<file path="src/rtl/axil_pkg.sv">
`default_nettype none
// ============================================================================
//  Module      : axil_pkg
//  Description : Shared constants and helpers for the AXI4-Lite register responder
//  Revision    : 1.0 - initial release
// ============================================================================
package axil_pkg;

    localparam logic [1:0] RESP_OKAY   = 2'b00;
    localparam logic [1:0] RESP_SLVERR = 2'b10;

    localparam int REG_ID       = 0;
    localparam int REG_SCRATCH0 = 1;
    localparam int REG_LED      = 2;
    localparam int REG_COUNTER  = 3;

    function automatic logic [31:0] apply_wstrb(
        input logic [31:0] old_val,
        input logic [31:0] data,
        input logic [3:0]  strb
    );
        logic [31:0] res;
        res = old_val;
        for (int b = 0; b < 4; b++) begin
            if (strb[b]) begin
                res[8*b +: 8] = data[8*b +: 8];
            end
        end
        return res;
    endfunction

endpackage
`default_nettype wire

</file>
<file path="src/rtl/axil_hold_reg.sv">
`default_nettype none
// ============================================================================
//  Module      : axil_hold_reg
//  Description : One-entry valid/ready holding register, emptied by i_clear
//  Revision    : 1.0 - initial release
// ============================================================================
module axil_hold_reg
    import axil_pkg::*;
#(
    parameter int WIDTH = 32
) (
    input  logic             clk,
    input  logic             rst,
    input  logic             i_valid,
    output logic             o_ready,
    input  logic [WIDTH-1:0] i_data,
    input  logic             i_clear,
    output logic             o_held,
    output logic [WIDTH-1:0] o_data
);

    logic             r_held;
    logic [WIDTH-1:0] r_data;

    // Ready is masked by reset so the master sees no acceptance while held in reset
    assign o_ready = !r_held && !rst;
    assign o_held  = r_held;
    assign o_data  = r_data;

    always_ff @(posedge clk or posedge rst) begin
        if (rst) begin
            r_held <= 1'b0;
            r_data <= '0;
        end else if (i_clear) begin
            r_held <= 1'b0;
        end else if (i_valid && o_ready) begin
            r_held <= 1'b1;
            r_data <= i_data;
        end
    end

endmodule
`default_nettype wire

</file>
<file path="src/rtl/axil_reg_responder.sv">
`default_nettype none
// ============================================================================
//  Module      : axil_reg_responder
//  Description : AXI4-Lite slave with ID, scratch, LED and free-running counter
//  Revision    : 1.0 - initial release
// ============================================================================
module axil_reg_responder
    import axil_pkg::*;
#(
    parameter logic [31:0] BASE_ADDR = 32'h0000_0000,
    parameter int          NUM_REGS  = 8,
    parameter logic [31:0] ID_VALUE  = 32'h5A80_0001
) (
    input  logic        AXI_CLK,
    input  logic        RESET,
    input  logic [31:0] AXI_awaddr,
    input  logic [2:0]  AXI_awprot,
    input  logic        AXI_awvalid,
    output logic        AXI_awready,
    input  logic [31:0] AXI_wdata,
    input  logic [3:0]  AXI_wstrb,
    input  logic        AXI_wvalid,
    output logic        AXI_wready,
    output logic [1:0]  AXI_bresp,
    output logic        AXI_bvalid,
    input  logic        AXI_bready,
    input  logic [31:0] AXI_araddr,
    input  logic [2:0]  AXI_arprot,
    input  logic        AXI_arvalid,
    output logic        AXI_arready,
    output logic [31:0] AXI_rdata,
    output logic [1:0]  AXI_rresp,
    output logic        AXI_rvalid,
    input  logic        AXI_rready,
    output logic [3:0]  LED
);

    localparam int          c_IDX_W     = $clog2(NUM_REGS);
    localparam logic [31:0] c_WIN_BYTES = 32'(NUM_REGS * 4);

    logic               w_aw_held, w_w_held, w_commit;
    logic [31:0]        w_aw_addr, w_aw_off, w_ar_off;
    logic [35:0]        w_w_bundle;
    logic [31:0]        w_wr_data;
    logic [3:0]         w_wr_strb;
    logic               w_wr_hit, w_rd_hit, w_ar_hs;
    logic [c_IDX_W-1:0] w_wr_idx, w_rd_idx;
    logic [31:0]        w_rd_val [NUM_REGS];
    logic               w_unused_prot;

    logic               r_bvalid, r_rvalid;
    logic [1:0]         r_bresp, r_rresp;
    logic [31:0]        r_rdata, r_counter;
    logic [3:0]         r_led;

    assign w_unused_prot = ^{AXI_awprot, AXI_arprot};

    // A commit waits for B to drain so a stalled master never loses a response
    assign w_commit = w_aw_held && w_w_held && !r_bvalid;

    axil_hold_reg #(.WIDTH(32)) u_aw_hold (
        .clk     (AXI_CLK),
        .rst     (RESET),
        .i_valid (AXI_awvalid),
        .o_ready (AXI_awready),
        .i_data  (AXI_awaddr),
        .i_clear (w_commit),
        .o_held  (w_aw_held),
        .o_data  (w_aw_addr)
    );

    axil_hold_reg #(.WIDTH(36)) u_w_hold (
        .clk     (AXI_CLK),
        .rst     (RESET),
        .i_valid (AXI_wvalid),
        .o_ready (AXI_wready),
        .i_data  ({AXI_wstrb, AXI_wdata}),
        .i_clear (w_commit),
        .o_held  (w_w_held),
        .o_data  (w_w_bundle)
    );

    assign w_wr_strb = w_w_bundle[35:32];
    assign w_wr_data = w_w_bundle[31:0];

    assign w_aw_off = w_aw_addr - BASE_ADDR;
    assign w_wr_hit = (w_aw_addr >= BASE_ADDR) && (w_aw_off < c_WIN_BYTES);
    assign w_wr_idx = w_aw_off[c_IDX_W+1:2];

    assign w_ar_off = AXI_araddr - BASE_ADDR;
    assign w_rd_hit = (AXI_araddr >= BASE_ADDR) && (w_ar_off < c_WIN_BYTES);
    assign w_rd_idx = w_ar_off[c_IDX_W+1:2];

    genvar gi;
    generate
        for (gi = 0; gi < NUM_REGS; gi++) begin : g_reg
            if (gi == REG_ID) begin : g_id
                assign w_rd_val[gi] = ID_VALUE;
            end else if (gi == REG_LED) begin : g_led
                assign w_rd_val[gi] = {28'd0, r_led};
            end else if (gi == REG_COUNTER) begin : g_cnt
                assign w_rd_val[gi] = r_counter;
            end else begin : g_scratch
                logic [31:0] r_val;
                always_ff @(posedge AXI_CLK or posedge RESET) begin
                    if (RESET) begin
                        r_val <= '0;
                    end else if (w_commit && w_wr_hit && (w_wr_idx == c_IDX_W'(gi))) begin
                        r_val <= apply_wstrb(r_val, w_wr_data, w_wr_strb);
                    end
                end
                assign w_rd_val[gi] = r_val;
            end
        end
    endgenerate

    always_ff @(posedge AXI_CLK or posedge RESET) begin
        if (RESET) begin
            r_led     <= '0;
            r_counter <= '0;
        end else begin
            r_counter <= r_counter + 32'd1;
            if (w_commit && w_wr_hit && (w_wr_idx == c_IDX_W'(REG_LED)) && w_wr_strb[0]) begin
                r_led <= w_wr_data[3:0];
            end
        end
    end

    always_ff @(posedge AXI_CLK or posedge RESET) begin
        if (RESET) begin
            r_bvalid <= 1'b0;
            r_bresp  <= RESP_OKAY;
        end else if (w_commit) begin
            r_bvalid <= 1'b1;
            r_bresp  <= w_wr_hit ? RESP_OKAY : RESP_SLVERR;
        end else if (r_bvalid && AXI_bready) begin
            r_bvalid <= 1'b0;
        end
    end

    assign AXI_arready = !r_rvalid && !RESET;
    assign w_ar_hs     = AXI_arvalid && AXI_arready;

    // Sampled before this edge's write commit lands, so a colliding read sees old data
    always_ff @(posedge AXI_CLK or posedge RESET) begin
        if (RESET) begin
            r_rvalid <= 1'b0;
            r_rdata  <= '0;
            r_rresp  <= RESP_OKAY;
        end else if (w_ar_hs) begin
            r_rvalid <= 1'b1;
            r_rdata  <= w_rd_hit ? w_rd_val[w_rd_idx] : 32'd0;
            r_rresp  <= w_rd_hit ? RESP_OKAY : RESP_SLVERR;
        end else if (r_rvalid && AXI_rready) begin
            r_rvalid <= 1'b0;
        end
    end

    assign AXI_bvalid = r_bvalid;
    assign AXI_bresp  = r_bresp;
    assign AXI_rvalid = r_rvalid;
    assign AXI_rdata  = r_rdata;
    assign AXI_rresp  = r_rresp;
    assign LED        = r_led;

endmodule
`default_nettype wire

</file>
<file path="config.mk">
export PLATFORM = sky130hd
export DESIGN_NAME = axil_reg_responder
export DESIGN_NICKNAME = d
export VERILOG_FILES = /design/src/rtl/axil_pkg.sv /design/src/rtl/axil_hold_reg.sv /design/src/rtl/axil_reg_responder.sv
export SDC_FILE = /design/constraint.sdc
export NUM_CORES = 1
export LEC_CHECK = 0
export ABC_CLOCK_PERIOD_IN_PS = 14830
export CORE_MARGIN = 2
export CORE_UTILIZATION = 55
export DETAILED_ROUTE_END_ITERATION = 6
export GPL_TIMING_DRIVEN = 1
export HOLD_SLACK_MARGIN = 0.08
export PLACE_DENSITY = 0.79
export SLEW_MARGIN = 20
export SYNTH_ARGS = -nofsm -noshare
export SYNTH_HDL_FRONTEND = slang
export SYNTH_SLANG_ARGS = --single-unit
</file>
<file path="constraint.sdc">
create_clock -name AXI_CLK -period 14.83 [get_ports AXI_CLK]
set_input_delay 3.7075 -clock AXI_CLK [delete_from_list [all_inputs] [get_ports AXI_CLK]]
set_output_delay 3.7075 -clock AXI_CLK [all_outputs]
set_load 0.02 [all_outputs]
</file>
Word level (Yosys, flattened, before mapping). Cells that the tools add are included.

Bits in registers: 304. Output and inout bits: 45. Logic and storage cells: 110. Bits of input ports: 113.

$add $sub $neg: 1. Eq/ne operators: 6. Reductions and logical operators: 51. Bitwise operators: 2. Multiplexer cells: 14. Magnitude comparators: 5.

Operators by type and width (count): $bmux 32 s3 (1); $mux 32 (3); $ge 32x1->1 const B (2); $lt 32x6->1 const B (2); $reduce_and 2->1 (22); $add 32x1->32 const B (1); $logic_and 1x1->1 (20); $eq 3x3->1 const B (4); $mux 1 (8); $reduce_bool 2->1 (4); $logic_not 1->1 (5); $ge 4x4->1 const B (1); $mux 2 (2); $not 3->4 (1); $eq 3x1->1 const B (1); $eq 3x2->1 const B (1); $not 1->1 (1).

Logic depth before layout (Yosys ltp). Gate-level depths: netlist of the first run.

Depth in word-level cells: 5. Depth in mapped cells: 7. Gate-level depth less buffers: 5.

Hierarchy. A second synthesis of the first run with hierarchy kept.

Cells, all modules: 924. Area, all modules: 13444.1 sq um.

Modules (own cells, without submodules): axil_reg_responder (times used 1, area each 10766.6 sq um, cells each 768); axil_hold_reg at u_w_hold (times used 1, area each 1411.4 sq um, cells each 82); axil_hold_reg at u_aw_hold (times used 1, area each 1266.2 sq um, cells each 74).

Worst setup path before layout of the first run. No wires, ideal clock.

Path kind: input-to-output. Start point: in RESET. End point: out AXI_arready. Required time: 11122 ps. Data arrival time: 4030 ps. Stages on the path: 1. Slack: 7093 ps. Path through: nor2_1.

Longest elaborated chain between the ends: 2.

Ends and longest elaborated chain: start: declaration (line axil_reg_responder.sv:15) `input logic RESET,`; $logic_not 1->1 (line axil_reg_responder.sv:141) `assign AXI_arready = !r_rvalid && !RESET;`; $logic_and 1x1->1 (line axil_reg_responder.sv:141); end: declaration (line axil_reg_responder.sv:30) `output logic AXI_arready,`.

Every way passes these cells.

Worst setup path after layout of the first run.
Start point: in RESET. End point: out AXI_wready.

Longest elaborated chain between the ends: 2.

Ends and longest elaborated chain: $logic_not 1->1 (line axil_hold_reg.sv:26) `assign o_ready = !r_held && !rst;`; $logic_and 1x1->1 (line axil_hold_reg.sv:26); end: declaration (line axil_reg_responder.sv:23) `output logic AXI_wready,`.

Every way passes these cells.

==> results of run 1 <==
-- routing by layer --
metal | share of wire | track usage | wire, um | vias to the layer above
li1 | - | - | - | 3651
met1 | 0.44 | 0.312 | 12300 | 4211
met2 | 0.48 | 0.374 | 13500 | 211
met3 | 0.065 | 0.0485 | 1810 | 38
met4 | 0.016 | 0.0508 | 452 | 0
met5 | 0 | 0 | 0 | -
-- power breakdown --
part           total, W  leakage, nW  switching [W]  internal [W]
clock          0.000764        0.502       0.000313      0.000451
combinational  0.000255         2.69       0.000126      0.000129
sequential      0.00103         4.01       0.000112      0.000915
-- logic make-up after synthesis --
logic type                 share of synthesized area
and+or+nand+nor                               0.0870
DFF                                            0.565
adders and majority gates                   0.000942
buffers and inverters                         0.0162
AOI/OAI and AO/OA                             0.0330
other                                       0.000282
muxes                                          0.277
xor gates and xnor gates                      0.0198
-- worst reg2reg max path, stage by stage, from the launching register on --
cell and delay (ns):
sky130_fd_sc_hd__dfrtp_1 0.38, sky130_fd_sc_hd__nor4_1 0.44, sky130_fd_sc_hd__nand4_1 0.13, sky130_fd_sc_hd__buf_4 0.32, sky130_fd_sc_hd__nor4_2 0.98, sky130_fd_sc_hd__mux2_2 0.42
-- metrics by stage --
| stage | power (W) | setup slack [ns] | area, um^2 | cells | util |
|---|---|---|---|---|---|
| after floorplan | 0.00119 | 2.83 | 13300 | 915 | - |
| after global placement | 0.00128 | 5.86 | 15000 | 1345 | 0.636 |
| after detailed placement | 0.00130 | 5.84 | 15000 | 1345 | 0.636 |
| after CTS | 0.00206 | 5.83 | 16000 | 1401 | 0.679 |
| after global routing | 0.00213 | 5.75 | 16000 | 1401 | 0.680 |
| final | 0.00205 | 5.80 | 16000 | 1401 | 0.680 |
-- state kept, by name, summed over array words and instances, names as in the netlist --
name	count
AXI_bresp	1
AXI_bvalid	1
AXI_rdata	32
AXI_rresp	1
AXI_rvalid	1
LED	4
g.g_scratch.r_val	160
r_counter	32
u_aw_hold.o_data	30
u_aw_hold.o_held	1
u_w_hold.o_data	36
u_w_hold.o_held	1
-- final timing paths --
kind,slack [ns],from,to
setup / recovery,5.80,RESET,AXI_wready
hold / removal,0.48,AXI_rdata[1],AXI_rdata[1]
setup reg to reg,12.04,u_aw_hold.o_data[16],g_reg[1].g_scratch.r_val[8]
hold reg to reg,0.48,AXI_rdata[1],AXI_rdata[1]
max in group asynchronous,9.26,RESET,g_reg[7].g_scratch.r_val[15]
min in group asynchronous,4.06,RESET,g_reg[7].g_scratch.r_val[3]
-- cell usage after synthesis, types with 4 or more instances --
library cell and count:
sky130_fd_sc_hd__nor2b_1 9, sky130_fd_sc_hd__buf_1 9, sky130_fd_sc_hd__nor3_1 4, sky130_fd_sc_hd__nand3_1 15, sky130_fd_sc_hd__nand2b_1 9, sky130_fd_sc_hd__inv_1 7, sky130_fd_sc_hd__buf_4 5, sky130_fd_sc_hd__o21ai_0 33
sky130_fd_sc_hd__nor2_1 10, sky130_fd_sc_hd__nand4_1 13, sky130_fd_sc_hd__nand2_1 53, sky130_fd_sc_hd__nor4_4 18, sky130_fd_sc_hd__buf_2 4, sky130_fd_sc_hd__mux2_2 255, sky130_fd_sc_hd__nor4_1 15, sky130_fd_sc_hd__xor2_1 6
sky130_fd_sc_hd__mux2i_1 9, sky130_fd_sc_hd__clkbuf_1 26, sky130_fd_sc_hd__xnor2_1 24, sky130_fd_sc_hd__dfrtp_1 300, sky130_fd_sc_hd__mux4_2 32, sky130_fd_sc_hd__a22oi_1 23
-- area by class of cell --
| cell class | instances | share of cell area |
|---|---|---|
| tap | 319 | 0.0249 |
| timing repair buffer | 155 | 0.0942 |
| clock buffer | 43 | 0.0555 |
| inverter | 7 | 0.00242 |
| clock inverter | 13 | 0.00749 |
| multi-input combinational | 564 | 0.348 |
| sequential | 300 | 0.468 |
==> results.yml, run 1 <==
run_status:
  outcome: "finished, final reports clean"
clocking:
  postCtsSetupBuffers: 0
  cts_num_sinks: 300
  clock_transition_at_path_regs_ns: 0.06
  clkLatencyLatePin_ns: 0.55
  clock_tree_from_tritoncts: "done"
  root_buffer: "sky130_fd_sc_hd__clkbuf_16"
  htreeDepth: 1
  ctsResizeCount: 0
  holdBufCountCts: 0
  cts_inserted_buffers: 31
  number_of_buffers_on_the_longest_clock_path: 3
global_route:
  initial_antenna_violation_count: 1
  grt_max_degree: 157
  global_route.overflow_total: 0
  grtUsageTotal: 0.226
  grt_pass1_wl_um: 46300
  vias_in_the_first_global_route: 8605
floorplan:
  starting_utilization_of_the_core_area: 0.562
  std_cell_rows: 56
  fp.dieW_um: 159
  core_region_area_um2: 23600
  io-pin-count: 158
  die_area_um2: 25400
  fp.dieH_um: 159
hold_path:
  timing.hold.worst.class: "reg2reg"
  worst_hold_path.num_cells: 2
timing:
  period_share: 0.609
  finalClockSkew_ns: 0.0225
  final.min_clock_period_ns: 9.03
  relSlewSlack: 0.282
  maxSlewViolCount: 0
  timing.fmax_ghz: 0.111
  setup-violations-final: 0
  totalNegativeSetupSlack_ns: 0
  finalHoldViolCount: 0
  rsz0062_at_grt: "no"
  timing.hold.ws_ns: 0.479
  worst_pin_slew_ns: 1.08
layout:
  drive_above_1_share: 0.351
  finish.net_count: 1173
  n_antenna_cell: 0
  seq_area_um2: 7510
  syn_to_final_growth_pct: 20.9
  layout_commonest_cell: "sky130_fd_sc_hd__dfrtp_1"
  layout_common_cells: "sky130_fd_sc_hd__dfrtp_1, sky130_fd_sc_hd__mux2_2, sky130_fd_sc_hd__clkdlybuf4s50_1"
  multi_input_gate_area_in_the_final_layout_um2: 5580
  fillerInstances: 1666
setup_path:
  timing.critical_path.fanout_max: 4
  r2r_cells: 5
  cp_num_buf_inv: 2
  critical_path.endpoint_type: "primary output"
  startpoint_type: "input port"
  worst_path_largest_cell_delay_ns: 0.70
  worstSetupPathType: "in2out"
  arrival_ns: 5.32
  crit_path_cell_trace: "clkdlybuf4s50_1 > nor2_1 > clkdlybuf4s50_1"
  timing.critical_path.slowest_stage_cell: "sky130_fd_sc_hd__clkdlybuf4s50_1"
  crit_path_frequent_cell: "sky130_fd_sc_hd__clkdlybuf4s50_1"
  worstPathRequired_ns: 11.12
  path_depth: 3
  critical_path.top_delay_family: "buffers and inverters"
detailed_routing:
  detailroute.via_count: 8111
  detailedRoute.firstIterationViolations: 450
  route.detailed.vias_per_inst: 5.79
  drtPass1Iterations: 4
  detail_route.wl_per_cell_um: 20.1
  postRouteAntennaNets: 0
  totalWireLength_um: 28100
  drc: 0
yosys:
  netlist_area_before_placement_um2: 13300
  synth-edff-count: 0
  post_synth_main_area_contributors: "sky130_fd_sc_hd__dfrtp_1, sky130_fd_sc_hd__mux2_2, sky130_fd_sc_hd__mux4_2"
  synth.distinct_cells: 40
  synthesis.yosys.warnings: 0
  synthArstFlopShare: 1.00
  synth.yosys.seq_area_share: 0.565
  synth_cells: 914
  synth_largest_area_cell: "sky130_fd_sc_hd__dfrtp_1"
  postSynth.topFlopCell: "sky130_fd_sc_hd__dfrtp_1"
  count_of_state_elements_after_synthesis: 300
  synth_area_per_cell_um2: 14.5
  post-synth-top-area-fraction: 0.565
flow_run:
  cap_viol_max_count: 0
power_and_ir_drop:
  power.density_nw_per_um2: 128
  p_leak_nw: 7.21
  ir_worst_vdd_mv: 0.0972
placement:
  gp_congestion: 0.746
  dpl.hpwl_um: 17800
  portBuffers: 145
(Power assumes the default switching activity.)
==> run 2, diff against run 1 <==
- ABC_CLOCK_PERIOD_IN_PS: 14830 -> 9400
- clock period: 14.83 -> 9.4 ns (I/O delays scaled with it)
==> run 2 against run 1 <==
Net effect: critical path depth unchanged; routed wire length decreased by 0.99%; non-clock buffer count increased by 1; critical endpoint is now AXI_awready; clock power increased by 60%; largest cell class unchanged; global-route usage about the same; largest power group unchanged.
==> results.yml, run 2 (synthesis gave the netlist of run 1 again) <==
floorplan:
  fp.dieW_um: 159
  core_region_area_um2: 23600
  die_area_um2: 25400
  io-pin-count: 158
  starting_utilization_of_the_core_area: 0.562
  fp.dieH_um: 159
  std_cell_rows: 56
placement:
  post-place-cells: 1346
  gp_congestion: 0.731
  setup_ws_pre_cts_ns: 3.17
  postPlaceCellArea_um2: 15000
  portBuffers: 145
  dpl.hpwl_um: 17600
detailed_routing:
  drc: 0
  totalWireLength_um: 27800
  drtPass1Iterations: 4
  detailedRoute.firstIterationViolations: 440
  detailroute.via_count: 8084
  postRouteAntennaNets: 0
  route.detailed.vias_per_inst: 5.76
  detail_route.wl_per_cell_um: 19.8
clocking:
  cts_num_sinks: 300
  cts_inserted_buffers: 31
  htreeDepth: 1
  number_of_buffers_on_the_longest_clock_path: 3
  postCtsSetupBuffers: 0
  root_buffer: "sky130_fd_sc_hd__clkbuf_16"
  clock_transition_at_path_regs_ns: 0.06
  holdBufCountCts: 0
  clkLatencyLatePin_ns: 0.55
  clock_tree_from_tritoncts: "done"
  ctsResizeCount: 0
layout:
  fillerInstances: 1646
  multi_input_gate_area_in_the_final_layout_um2: 5570
  n_antenna_cell: 0
  layout_common_cells: "sky130_fd_sc_hd__dfrtp_1, sky130_fd_sc_hd__mux2_2, sky130_fd_sc_hd__clkdlybuf4s50_1"
  finished_layout_cell_area_um2: 16100
  finish.net_count: 1174
  syn_to_final_growth_pct: 21.2
  largest_register_ff_count: 160
  drive_above_1_share: 0.350
  finish.cell_count_without_fillers: 1403
  top_register: "g.g_scratch.r_val"
  layout_commonest_cell: "sky130_fd_sc_hd__dfrtp_1"
  seq_area_um2: 7510
timing:
  setup_slack_ns: 3.14
  maxSlewViolCount: 0
  finalHoldViolCount: 0
  finalClockSkew_ns: 0.00767
  relSlewSlack: 0.277
  worst_pin_slew_ns: 1.08
  timing.fmax_ghz: 0.160
  period_share: 0.666
  totalNegativeSetupSlack_ns: 0
  setup-violations-final: 0
  rsz0062_at_grt: "no"
  final.min_clock_period_ns: 6.26
setup_path:
  critPathLaunch: "RESET"
  worstSetupPathType: "in2out"
  timing.critical_path.fanout_max: 4
  critical_path.endpoint_type: "primary output"
  worstPathRequired_ns: 7.05
  crit_path_frequent_cell: "sky130_fd_sc_hd__clkdlybuf4s50_1"
  worst_path_largest_cell_delay_ns: 0.65
  startpoint_type: "input port"
  timing.critical_path.slowest_stage_cell: "sky130_fd_sc_hd__clkdlybuf4s50_1"
  crit_path_cell_trace: "clkdlybuf4s50_1 > nor2_1 > clkdlybuf4s50_1"
  critical_path.reg2reg.startpoint: "u_aw_hold.o_data[28]"
  arrival_ns: 3.91
power_and_ir_drop:
  p_leak_nw: 7.23
  power.density_nw_per_um2: 201
  ir_worst_vdd_mv: 0.154
hold_path:
  hp-start: "r_counter[31]"
  timing.hold.worst.class: "reg2reg"
global_route:
  grt_pass1_wl_um: 46300
  vias_in_the_first_global_route: 8603
  initial_antenna_violation_count: 1
  grtUsageTotal: 0.227
  global_route.overflow_total: 0
  grt_max_degree: 140
flow_run:
  cap_viol_max_count: 0
run_status:
  outcome: "finished, final reports clean"
[run 2: changes by cell type in the layout (fill, tap and decap cells not counted), moves of 2 or more]
cell | before | now
sky130_fd_sc_hd__clkbuf_8 | 7 | 13
sky130_fd_sc_hd__buf_12 | 0 | 2
sky130_fd_sc_hd__clkinv_2 | 9 | 4
sky130_fd_sc_hd__clkbuf_1 | 5 | 7
[run 2: final timing paths]
kind                                          endpoint  slack (ns)  depth (start not counted)
max in group asynchronous                r_counter[11]        5.68                          3
min                                      r_counter[31]        0.47                          1
min in group asynchronous         u_aw_hold.o_data[31]        2.58                          2
max reg2reg                g_reg[1].g_scratch.r_val[4]        6.59                          5
max                                        AXI_awready        3.14                          3
min reg2reg                              r_counter[31]        0.47                          1
[run 2: stage by stage]
stage	power (W)	hold slack [ns]	util
3_3_place_gp	0.00202	0.455	0.637
6_report	0.00324	0.468	0.682
2_1_floorplan	0.00187	0.436	-
4_1_cts	0.00326	0.467	0.681
5_1_grt	0.00338	0.488	0.682
3_5_place_dp	0.00204	0.458	0.637
[run 2: final cells by class]
cell class                      instances  area share
Clock inverter                          6     0.00365
Sequential cell                       300       0.466
Tap cell                              319      0.0248
Timing Repair Buffer                  156      0.0959
Inverter                                7     0.00187
Clock buffer                           51      0.0609
Multi-Input combinational cell        564       0.346
[run 2: power by group]
group / switching, W / internal [W]
clock network: 0.000485 / 0.000733
registers: 0.000176 / 0.00144
logic: 0.000195 / 0.000205
total: 0.000856 / 0.00238
[run 2: routing by layer]
metal,track usage,part of all wire
met1,0.311,0.44
met2,0.378,0.48
met3,0.0503,0.070
met4,0.0446,0.013
met5,0,0.00040
[run 2: worst max-delay path, delay by kind of cell]
family | cells | cell delay, ns
buf+inv | 2 | 1.27
simple gates | 1 | 0.29
==> run 3, diff against run 2 <==
- ABC_CLOCK_PERIOD_IN_PS: 9400 -> 5800
- clock period: 9.4 -> 5.8 ns (I/O delays scaled with it)
==> run 3 against run 2 <==
Net effect: via count is 0.56% higher; count of clock-buffer cells in the layout is 8 lower; sequential share of layout area is 0.21 points lower; clock skew is 0.0093 ns higher; first-iteration DRC count is 6.8% higher; non-clock buffer count is 2 higher; global-route usage is 0.28 points higher; core utilization is 0.30 points higher; die area stayed put; worst setup slack worse by 1.8 ns; clock power is 74% higher; critical endpoint unchanged; largest power group unchanged.
==> results.yml, run 3 (synthesis gave the netlist of run 1 again) <==
setup_path:
  worstSetupPathType: "in2out"
  critical_path.endpoint_type: "primary output"
  critical_path.reg2reg.startpoint: "u_aw_hold.o_data[28]"
  cp_num_buf_inv: 2
  worst_path_largest_cell_delay_ns: 0.64
  path_depth: 3
  timing.critical_path.slowest_stage_cell: "sky130_fd_sc_hd__clkdlybuf4s50_1"
  timing.critical_path.fanout_max: 4
  arrival_ns: 2.97
  crit_path_frequent_cell: "sky130_fd_sc_hd__clkdlybuf4s50_1"
  critPathLaunch: "RESET"
  critical_path.top_delay_family: "buffers and inverters"
  crit_path_cell_trace: "clkdlybuf4s50_1 > nor2_1 > clkdlybuf4s50_1"
  r2r_cells: 5
  startpoint_type: "input port"
  worstPathRequired_ns: 4.35
layout:
  drive_above_1_share: 0.351
  finish.cell_count_without_fillers: 1403
  n_antenna_cell: 0
  fillerInstances: 1648
  layout.core_utilization: 0.685
  top_register: "g.g_scratch.r_val"
  largest_register_ff_count: 160
  finish.net_count: 1175
  finished_layout_cell_area_um2: 16200
  layout_common_cells: "sky130_fd_sc_hd__dfrtp_1, sky130_fd_sc_hd__mux2_2, sky130_fd_sc_hd__clkdlybuf4s50_1"
  layout_commonest_cell: "sky130_fd_sc_hd__dfrtp_1"
  syn_to_final_growth_pct: 21.8
timing:
  finalClockSkew_ns: 0.0170
  finalHoldViolCount: 0
  relSlewSlack: 0.241
  worst_pin_slew_ns: 1.14
  maxSlewViolCount: 0
  setup-violations-final: 0
  timing.fmax_ghz: 0.226
  period_share: 0.762
  rsz0062_at_grt: "no"
  final.min_clock_period_ns: 4.42
  totalNegativeSetupSlack_ns: 0
clocking:
  postCtsSetupBuffers: 0
  htreeDepth: 1
  ctsResizeCount: 0
  clkLatencyLatePin_ns: 0.56
  cts_num_sinks: 300
  root_buffer: "sky130_fd_sc_hd__clkbuf_16"
  number_of_buffers_on_the_longest_clock_path: 3
  clock_tree_from_tritoncts: "done"
  clock_transition_at_path_regs_ns: 0.06
  holdBufCountCts: 0
  cts_inserted_buffers: 30
power_and_ir_drop:
  power.density_nw_per_um2: 334
  p_leak_nw: 7.26
  ir_worst_vdd_mv: 0.272
placement:
  gp_congestion: 0.758
  post-place-cells: 1348
  postPlaceCellArea_um2: 15100
  portBuffers: 145
  dpl.hpwl_um: 18400
flow_run:
  cap_viol_max_count: 0
floorplan:
  io-pin-count: 158
  fp.dieH_um: 159
  core_region_area_um2: 23600
  std_cell_rows: 56
  die_area_um2: 25400
  fp.dieW_um: 159
  starting_utilization_of_the_core_area: 0.562
detailed_routing:
  detailroute.via_count: 8129
  postRouteAntennaNets: 0
  detail_route.wl_per_cell_um: 20.3
  drtPass1Iterations: 4
  drc: 0
  route.detailed.vias_per_inst: 5.79
  detailedRoute.firstIterationViolations: 470
  totalWireLength_um: 28500
run_status:
  outcome: "finished, final reports clean"
global_route:
  grt_max_degree: 133
  grt_pass1_wl_um: 47100
  grtUsageTotal: 0.229
  global_route.overflow_total: 0
  vias_in_the_first_global_route: 8663
  initial_antenna_violation_count: 1
hold_path:
  hp-start: "AXI_rdata[12]"
  worst_hold_path.num_cells: 2
  timing.hold.worst.class: "reg2reg"
## run 3: cell types whose count changed in the layout (fill, tap and decap cells not counted)
cell                         delta
sky130_fd_sc_hd__clkbuf_8       -7
sky130_fd_sc_hd__buf_4          +2
sky130_fd_sc_hd__clkinvlp_4     +2
sky130_fd_sc_hd__bufinv_16      +5
sky130_fd_sc_hd__clkbuf_1       -1
sky130_fd_sc_hd__inv_6          -1
## run 3: metal layers
metal  GRT usage  wire, um  up-vias
li1            -         -     3653
met3      0.0503      1890       33
met1       0.318     12300     4260
met5           0         0        -
met2       0.378     13900      183
met4      0.0463       393        0
## run 3: stage by stage
stage,setup WS (ns),total power [W],hold WS (ns)
2_1_floorplan,0.363,0.00304,0.436
3_3_place_gp,1.42,0.00328,0.463
3_5_place_dp,1.40,0.00331,0.470
4_1_cts,1.39,0.00543,0.484
5_1_grt,1.32,0.00562,0.513
6_report,1.38,0.00539,0.481
## run 3: tightest hold or removal path: stages, from the launching register on
cell,delay (ns)
sky130_fd_sc_hd__dfrtp_1,0.34
sky130_fd_sc_hd__nand2_1,0.05
sky130_fd_sc_hd__o21ai_0,0.06
## run 3: area by class of cell
class	count	area, um^2	area share
clock buffers	43	881	0.0545
clock inverters	12	215	0.0133
inverters	7	30.0	0.00186
multi-input cells	564	5570	0.345
flip-flops and latches	300	7510	0.464
well taps	319	399	0.0247
repair buffers	158	1560	0.0964
## run 3: path summary, 6_finish.rpt
check,endpoint,slack (ns)
hold / removal,AXI_rdata[12],0.48
setup / recovery,AXI_awready,1.38
min in group asynchronous,u_aw_hold.o_data[3],1.72
setup reg to reg,g_reg[1].g_scratch.r_val[8],2.66
max in group asynchronous,g_reg[5].g_scratch.r_val[4],2.97
hold reg to reg,AXI_rdata[12],0.48
## run 3: report_power, final
| part | switching (W) | internal [W] |
|---|---|---|
| Combinational | 0.000319 | 0.000333 |
| Sequential | 0.000286 | 0.00234 |
| Clock | 0.000801 | 0.00132 |
